--- src/rtl/ariane_pkg.sv ---
// rtl/ariane_pkg.sv - data-cache line geometry shared across the core
package ariane_pkg;

    localparam int unsigned DCACHE_TAG_WIDTH      = 8;
    localparam int unsigned DCACHE_LINE_WIDTH     = 32;
    localparam int unsigned DCACHE_LINE_ECC_WIDTH = 7;

endpackage

--- src/rtl/config_pkg.sv ---
// rtl/config_pkg.sv - core configuration slice used by the data-cache blocks
package config_pkg;

    typedef struct packed {
        bit DCacheEccScrub;
    } cva6_cfg_t;

    localparam cva6_cfg_t cva6_cfg_empty = '{DCacheEccScrub: 1'b1};

endpackage

--- src/rtl/std_cache_pkg.sv ---
// rtl/std_cache_pkg.sv - cache line types, ECC status, scrub FSM states and Hsiao matrix
package std_cache_pkg;

    localparam int unsigned CL_TAG_W  = ariane_pkg::DCACHE_TAG_WIDTH;
    localparam int unsigned CL_DATA_W = ariane_pkg::DCACHE_LINE_WIDTH;
    localparam int unsigned CL_ECC_W  = ariane_pkg::DCACHE_LINE_ECC_WIDTH;
    localparam int unsigned CL_WAYS   = 8;

    typedef enum logic [1:0] {
        ECC_NONE   = 2'b00,
        ECC_CORR   = 2'b01,
        ECC_UNCORR = 2'b10
    } ecc_err_e;

    typedef enum logic {
        IDLE  = 1'b0,
        SCRUB = 1'b1
    } scrub_state_e;

    typedef struct packed {
        logic [CL_TAG_W-1:0]  tag;
        logic [CL_DATA_W-1:0] data;
        logic                 valid;
        logic                 dirty;
    } cache_line_t;

    typedef struct packed {
        logic [CL_TAG_W-1:0]  tag;
        logic [CL_DATA_W-1:0] data;
        logic [CL_ECC_W-1:0]  ecc;
        logic                 valid;
        logic                 dirty;
    } cache_line_ECC_t;

    typedef struct packed {
        logic [CL_TAG_W-1:0]  tag;
        logic [CL_DATA_W-1:0] data;
        logic [CL_ECC_W-1:0]  ecc;
        logic [CL_WAYS-1:0]   vldrty;
    } cl_be_ECC_t;

    // Data columns are the weight-3 check patterns taken in ascending numeric order.
    function automatic logic [CL_DATA_W-1:0][CL_ECC_W-1:0] hsiao_cols();
        logic [CL_DATA_W-1:0][CL_ECC_W-1:0] cols;
        logic [CL_ECC_W-1:0]                v;
        int unsigned                        n;
        cols = '0;
        n    = 0;
        for (int unsigned k = 0; k < (32'd1 << CL_ECC_W); k++) begin
            v = k[CL_ECC_W-1:0];
            if ($countones(v) == 3 && n < CL_DATA_W) begin
                cols[n] = v;
                n++;
            end
        end
        return cols;
    endfunction

    function automatic logic [CL_ECC_W-1:0][CL_DATA_W-1:0] hsiao_rows(
        input logic [CL_DATA_W-1:0][CL_ECC_W-1:0] cols
    );
        logic [CL_ECC_W-1:0][CL_DATA_W-1:0] rows;
        rows = '0;
        for (int j = 0; j < CL_ECC_W; j++) begin
            for (int i = 0; i < CL_DATA_W; i++) begin
                rows[j][i] = cols[i][j];
            end
        end
        return rows;
    endfunction

    localparam logic [CL_DATA_W-1:0][CL_ECC_W-1:0] HSIAO_COLS = hsiao_cols();
    localparam logic [CL_ECC_W-1:0][CL_DATA_W-1:0] HSIAO_ROWS = hsiao_rows(HSIAO_COLS);

endpackage

--- src/rtl/hsiao_ecc_dec.sv ---
// rtl/hsiao_ecc_dec.sv - Hsiao SECDED decoder: corrects one bit, flags two-bit errors
module hsiao_ecc_dec
    import std_cache_pkg::*;
(
    input  logic [CL_DATA_W-1:0] data_i,
    input  logic [CL_ECC_W-1:0]  ecc_i,
    output logic [CL_DATA_W-1:0] data_o,
    output ecc_err_e             err_o
);

    logic [CL_ECC_W-1:0]  syn;
    logic [CL_DATA_W-1:0] flip;

    always_comb begin
        syn = ecc_i;
        for (int j = 0; j < CL_ECC_W; j++) begin
            syn[j] = syn[j] ^ (^(data_i & HSIAO_ROWS[j]));
        end
        flip = '0;
        for (int i = 0; i < CL_DATA_W; i++) begin
            flip[i] = (syn == HSIAO_COLS[i]);
        end
        data_o = data_i ^ flip;
        // Odd syndrome is a single error only if it names a data column or a lone check bit.
        if (syn == '0) begin
            err_o = ECC_NONE;
        end else if ((^syn) && ((|flip) || ((syn & (syn - 1'b1)) == '0))) begin
            err_o = ECC_CORR;
        end else begin
            err_o = ECC_UNCORR;
        end
    end

endmodule

--- src/rtl/hsiao_ecc_enc.sv ---
// rtl/hsiao_ecc_enc.sv - Hsiao SECDED check-bit generator for one cache line
module hsiao_ecc_enc
    import std_cache_pkg::*;
(
    input  logic [CL_DATA_W-1:0] data_i,
    output logic [CL_ECC_W-1:0]  ecc_o
);

    always_comb begin
        ecc_o = '0;
        for (int j = 0; j < CL_ECC_W; j++) begin
            ecc_o[j] = ^(data_i & HSIAO_ROWS[j]);
        end
    end

endmodule

--- src/rtl/dcache_ecc_scrub.sv ---
// rtl/dcache_ecc_scrub.sv - per-way ECC correction on SRAM reads with single-way write-back scrub
module dcache_ecc_scrub
    import std_cache_pkg::*;
#(
    parameter config_pkg::cva6_cfg_t CVA6Cfg          = config_pkg::cva6_cfg_empty,
    parameter int unsigned           DCACHE_SET_ASSOC = 8,
    parameter int unsigned           ADDR_WIDTH       = 64,
    parameter int unsigned           CNT_WIDTH        = 16
) (
    input  logic                                   clk_i,
    input  logic                                   rst_ni,
    input  logic                                   rd_valid_i,
    input  logic [ADDR_WIDTH-1:0]                  rd_addr_i,
    input  cache_line_ECC_t [DCACHE_SET_ASSOC-1:0] rdata_i,
    output cache_line_t [DCACHE_SET_ASSOC-1:0]     rdata_o,
    output logic [DCACHE_SET_ASSOC-1:0]            scrub_req_o,
    input  logic                                   scrub_gnt_i,
    output logic [ADDR_WIDTH-1:0]                  scrub_addr_o,
    output cache_line_ECC_t                        scrub_wdata_o,
    output cl_be_ECC_t                             scrub_be_o,
    output logic                                   scrub_we_o,
    output logic                                   busy_o,
    output logic                                   corr_err_o,
    output logic                                   uncorr_err_o,
    output logic [CNT_WIDTH-1:0]                   corr_cnt_o,
    output logic [CNT_WIDTH-1:0]                   uncorr_cnt_o,
    output logic [CNT_WIDTH-1:0]                   drop_cnt_o
);

    ecc_err_e                    way_err  [DCACHE_SET_ASSOC];
    logic [CL_DATA_W-1:0]        way_data [DCACHE_SET_ASSOC];
    logic [DCACHE_SET_ASSOC-1:0] corr_vec;
    logic [DCACHE_SET_ASSOC-1:0] uncorr_vec;

    for (genvar w = 0; w < DCACHE_SET_ASSOC; w++) begin : g_way
        hsiao_ecc_dec u_dec (
            .data_i (rdata_i[w].data),
            .ecc_i  (rdata_i[w].ecc),
            .data_o (way_data[w]),
            .err_o  (way_err[w])
        );
        assign rdata_o[w] = '{tag:   rdata_i[w].tag,
                              data:  way_data[w],
                              valid: rdata_i[w].valid,
                              dirty: rdata_i[w].dirty};
        assign corr_vec[w]   = rd_valid_i && (way_err[w] == ECC_CORR);
        assign uncorr_vec[w] = rd_valid_i && (way_err[w] == ECC_UNCORR);
    end

    logic [DCACHE_SET_ASSOC-1:0] pick_oh;
    cache_line_t                 pick_line;

    always_comb begin
        pick_oh   = '0;
        pick_line = '0;
        for (int w = int'(DCACHE_SET_ASSOC) - 1; w >= 0; w--) begin
            if (corr_vec[w]) begin
                pick_oh    = '0;
                pick_oh[w] = 1'b1;
                pick_line  = rdata_o[w];
            end
        end
    end

    logic any_corr, any_uncorr, multi_corr, drop_ev;
    scrub_state_e state_q;

    assign any_corr   = |corr_vec;
    assign any_uncorr = |uncorr_vec;
    assign multi_corr = |(corr_vec & (corr_vec - 1'b1));
    // Any correctable read that cannot claim the single write-back slot is counted as dropped.
    assign drop_ev    = any_corr && (state_q == SCRUB || multi_corr || !CVA6Cfg.DCacheEccScrub);

    logic [DCACHE_SET_ASSOC-1:0] req_q;
    logic                        we_q, busy_q, corr_err_q, uncorr_err_q;
    logic [ADDR_WIDTH-1:0]       addr_q;
    cache_line_t                 line_q;
    logic [CNT_WIDTH-1:0]        corr_cnt_q, uncorr_cnt_q, drop_cnt_q;

    always_ff @(posedge clk_i or negedge rst_ni) begin
        if (!rst_ni) begin
            state_q      <= IDLE;
            req_q        <= '0;
            we_q         <= 1'b0;
            busy_q       <= 1'b0;
            addr_q       <= '0;
            line_q       <= '0;
            corr_err_q   <= 1'b0;
            uncorr_err_q <= 1'b0;
            corr_cnt_q   <= '0;
            uncorr_cnt_q <= '0;
            drop_cnt_q   <= '0;
        end else begin
            corr_err_q   <= any_corr;
            uncorr_err_q <= any_uncorr;
            if (any_corr && corr_cnt_q != '1) corr_cnt_q <= corr_cnt_q + 1'b1;
            if (any_uncorr && uncorr_cnt_q != '1) uncorr_cnt_q <= uncorr_cnt_q + 1'b1;
            if (drop_ev && drop_cnt_q != '1) drop_cnt_q <= drop_cnt_q + 1'b1;
            unique case (state_q)
                IDLE: begin
                    if (any_corr && CVA6Cfg.DCacheEccScrub) begin
                        state_q <= SCRUB;
                        req_q   <= pick_oh;
                        we_q    <= 1'b1;
                        busy_q  <= 1'b1;
                        addr_q  <= rd_addr_i;
                        line_q  <= pick_line;
                    end
                end
                SCRUB: begin
                    if (scrub_gnt_i) begin
                        state_q <= IDLE;
                        req_q   <= '0;
                        we_q    <= 1'b0;
                        busy_q  <= 1'b0;
                    end
                end
            endcase
        end
    end

    logic [CL_ECC_W-1:0] wb_ecc;

    hsiao_ecc_enc u_enc (
        .data_i (line_q.data),
        .ecc_o  (wb_ecc)
    );

    assign scrub_wdata_o = '{tag:   line_q.tag,
                             data:  line_q.data,
                             ecc:   wb_ecc,
                             valid: line_q.valid,
                             dirty: line_q.dirty};

    always_comb begin
        scrub_be_o = '0;
        if (busy_q) begin
            scrub_be_o.tag  = '1;
            scrub_be_o.data = '1;
            scrub_be_o.ecc  = '1;
        end
    end

    assign scrub_req_o  = req_q;
    assign scrub_we_o   = we_q;
    assign busy_o       = busy_q;
    assign scrub_addr_o = addr_q;
    assign corr_err_o   = corr_err_q;
    assign uncorr_err_o = uncorr_err_q;
    assign corr_cnt_o   = corr_cnt_q;
    assign uncorr_cnt_o = uncorr_cnt_q;
    assign drop_cnt_o   = drop_cnt_q;

endmodule

--- config.mk ---
export PLATFORM = sky130hd
export DESIGN_NAME = dcache_ecc_scrub
export DESIGN_NICKNAME = d
export VERILOG_FILES = /design/src/rtl/ariane_pkg.sv /design/src/rtl/config_pkg.sv /design/src/rtl/std_cache_pkg.sv /design/src/rtl/hsiao_ecc_dec.sv /design/src/rtl/hsiao_ecc_enc.sv /design/src/rtl/dcache_ecc_scrub.sv
export SDC_FILE = /design/constraint.sdc
export NUM_CORES = 1
export LEC_CHECK = 0
export CORE_AREA = 2 2 399 401
export DETAILED_ROUTE_END_ITERATION = 10
export DIE_AREA = 0 0 401 403
export HOLD_SLACK_MARGIN = 0.1
export PLACE_DENSITY = 0.48
export REMOVE_ABC_BUFFERS = 1
export SYNTH_ARGS = -nofsm -noshare
export SYNTH_HDL_FRONTEND = slang
export SYNTH_SLANG_ARGS = --single-unit
--- constraint.sdc ---
create_clock -name clk_i -period 4.79 [get_ports clk_i]
set_input_delay 0.958 -clock clk_i [delete_from_list [all_inputs] [get_ports clk_i]]
set_output_delay 0.958 -clock clk_i [all_outputs]
set_load 0.05 [all_outputs]
==> reports/qor.yml <==
synth_adder_area_share: 0.0210
die_width_um: 401
synth_xor_area_frac: 0.387
numPortBuffers: 1015
synth-edff-count: 0
place_area_mm2: 0.0498
cts_htree_levels: 4
violations: "negative setup slack"
regArea_mm2: 0.00416
drive_above_1_share: 0.487
cts.path.max_buffers: 2
arrival_ns: 5.43
wl_um: 211000
synthCells: 3176
dp_hpwl_um: 181000
seq_area_frac_synth: 0.164
avgRoutedWirePerCell_um: 27.5
hold_viol: 0
synth_top_area_share: 0.177
die_area_mm2: 0.162
yosys.area_share.simple: 0.221
place.gp.congestion: 0.990
grt_pass1_wl_um: 283000
route.detailed.drc: 0
yosys-top-cells-area: "xnor2_1 (18%), dfrtp_1 (16%), xor2_1 (11%)"
async_flop_share: 1.00
hold_buffers: 0
tns_ns: -6.90
synth_mux_area_frac: 0.00749
slew_viol_final: 0
reg2reg_to: "corr_cnt_o[5]"
clock_latency_ns: 0.52
syn2layout_area_growth_pct: 127
drt_iter0_drc: 2081
min_period_ns: 4.99
worst_slew_margin_rel: 0.404
reg2reg_slack_ns: 2.39
fin_ws_ns: -0.200
cts-root-buf: "clkbuf_16"
grt_max_degree: 83
ant_nets: 0
vias_per_cell: 4.37
core_mm2: 0.157
hold_path_class: "input port to asynchronous set/reset pin"
rsz0062_at_grt: "yes"
r2r_cells: 10
ys_types: 93
rows: 146
numClockSinks: 166
fin_util: 0.366
setup_viol: 110
synth_compound_area_frac: 0.127
numCtsBuffers: 17
ys.flop_type: "dfrtp_1"
r2r-start: "corr_cnt_o[2]"
die_y_um: 403
critPathLaunch: "rdata_i[365]"
start_util: 0.161
grt_use_total: 0.250
yosysWarnings: 0
synthesis.area_mm2: 0.0254
nets: 6065
clk_pin_slew_ns: 0.08
critical_path_required_ns: 5.23
tightest_slew_ns: 0.891
synth_top_family_by_area: "XOR/XNOR gates"
fillCellCount: 16134
startpoint_type: "input port"
status: "finished, violations left"
endpoint: "scrub_wdata_o[17]"
multi_input_area_mm2: 0.0238
antenna_found_initial: 42
ios: 1024
overflow: 0
drv_cap: 0
crit_path_max_fanout: 4
avgSynthCellArea_um2: 7.99
synth_most_common_cell: "xnor2_1"
synth_common_cells: "xnor2_1 (514), nand2_1 (467), xor2_1 (312)"
max_freq_mhz: 200
first_pass_iters: 5
cts_tree: "done"
grt_pass1_vias: 34235
min_period_over_period: 1.04
fin_area_mm2: 0.0576
crit_type: "input port to flip-flop"
vias: 33455
yosysTopAreaCell: "xnor2_1"
ys_ff_latch: 166
post-place-ws_ns: -2.08
endpoint_kind: "flip-flop"
clock_skew_ns: 0.0134
cell usage in the layout, fill, tap and decap left out, drive strengths merged, types with 29 or more instances in the layout:
master / netlist / routed
nand2b: 31 / 31
clkdlybuf4s50: 0 / 505
a21oi: 86 / 86
ha: 41 / 41
nand2: 467 / 467
dlygate4sd2: 0 / 145
and2: 31 / 31
a31oi: 30 / 30
and3: 41 / 41
clkbuf: 97 / 58
dfrtp: 166 / 166
nor2: 244 / 244
inv: 41 / 49
buf: 198 / 1912
a211oi: 29 / 29
xnor2: 515 / 515
nor3: 182 / 182
clkdlybuf4s15: 0 / 32
xnor3: 106 / 106
xor2: 312 / 312
o21ai: 83 / 83
nand3: 115 / 115
layer usage:
metal  share of wire  GRT usage  up-vias
met5          0.0010          0        -
met4           0.049      0.109       34
met3           0.068     0.0575      297
met2            0.48      0.426     1296
met1            0.40      0.301    16338
li1                -          -    15490
cells by family (layout without fill, tap and decap cells):
group                      Yosys count  after routing
buffers and inverters              336           2730
and+or+nand+nor                   1220           1220
adders and majority gates           43             43
AOI/OAI and AO/OA                  451            451
DFF                                166            166
muxes                               18             18
xor gates and xnor gates           941            941
other                                1             23
area by class of cell:
class                   count  share of cell area
clock inverters            15             0.00352
diodes                     15            0.000652
clock buffers              17             0.00739
flip-flops and latches    166              0.0722
multi-input cells        2681               0.414
well taps                2072              0.0450
inverters                  41             0.00272
repair buffers           2657               0.454
repair_timing:
action	4_1_cts	5_1_grt
gates resized for setup	1064	357
cloned	12	2
setup endpoints to repair	421	358
setup buffers	218	59
pin swaps	306	167
state kept, by name (all words and copies together) (netlist names):
name           cells
scrub_req_o        8
drop_cnt_o        16
uncorr_cnt_o      16
state_q            1
busy_o             1
uncorr_err_o       1
scrub_addr_o      64
corr_cnt_o        16
corr_err_o         1
scrub_wdata_o     42
worst max-delay path: stages:
cell and delay, ns:
buf_8 0.10, xnor3_2 0.42, xnor3_1 0.44, xnor2_1 0.15, xor2_1 0.18, buf_4 0.17
or4_4 0.52, a2111oi_4 0.30, buf_4 0.17, a2111oi_4 0.04, buf_4 0.18, nor3_4 0.30
buf_12 0.17, buf_6 0.11, nand2_1 0.05, nor2_1 0.09, a211oi_1 0.07, o31ai_2 0.34
o211ai_1 0.43, a31oi_1 0.25
metrics by stage:
step | instances | hold slack (ns)
after floorplan | 2888 | 0.623
after global placement | 7346 | 0.464
after detailed placement | 7346 | 0.466
after CTS | 7595 | 0.472
after global routing | 7654 | 0.506
final | 7664 | 0.461
how the worst min path moves through the flow:
stage | slack (ns) | endpoint | depth (start not counted)
2_1_floorplan | 0.62 | state_q | 1
5_1_grt | 0.51 | uncorr_cnt_o[7] | 1
6_report | 0.46 | corr_cnt_o[6] | 1
4_1_cts | 0.47 | uncorr_cnt_o[7] | 1
3_5_place_dp | 0.47 | scrub_addr_o[31] | 2
3_3_place_gp | 0.46 | scrub_addr_o[4] | 2
Power is left out: the tool's default activity adds up to more than one toggle a clock period on the data nets, which glitch-free logic cannot reach.
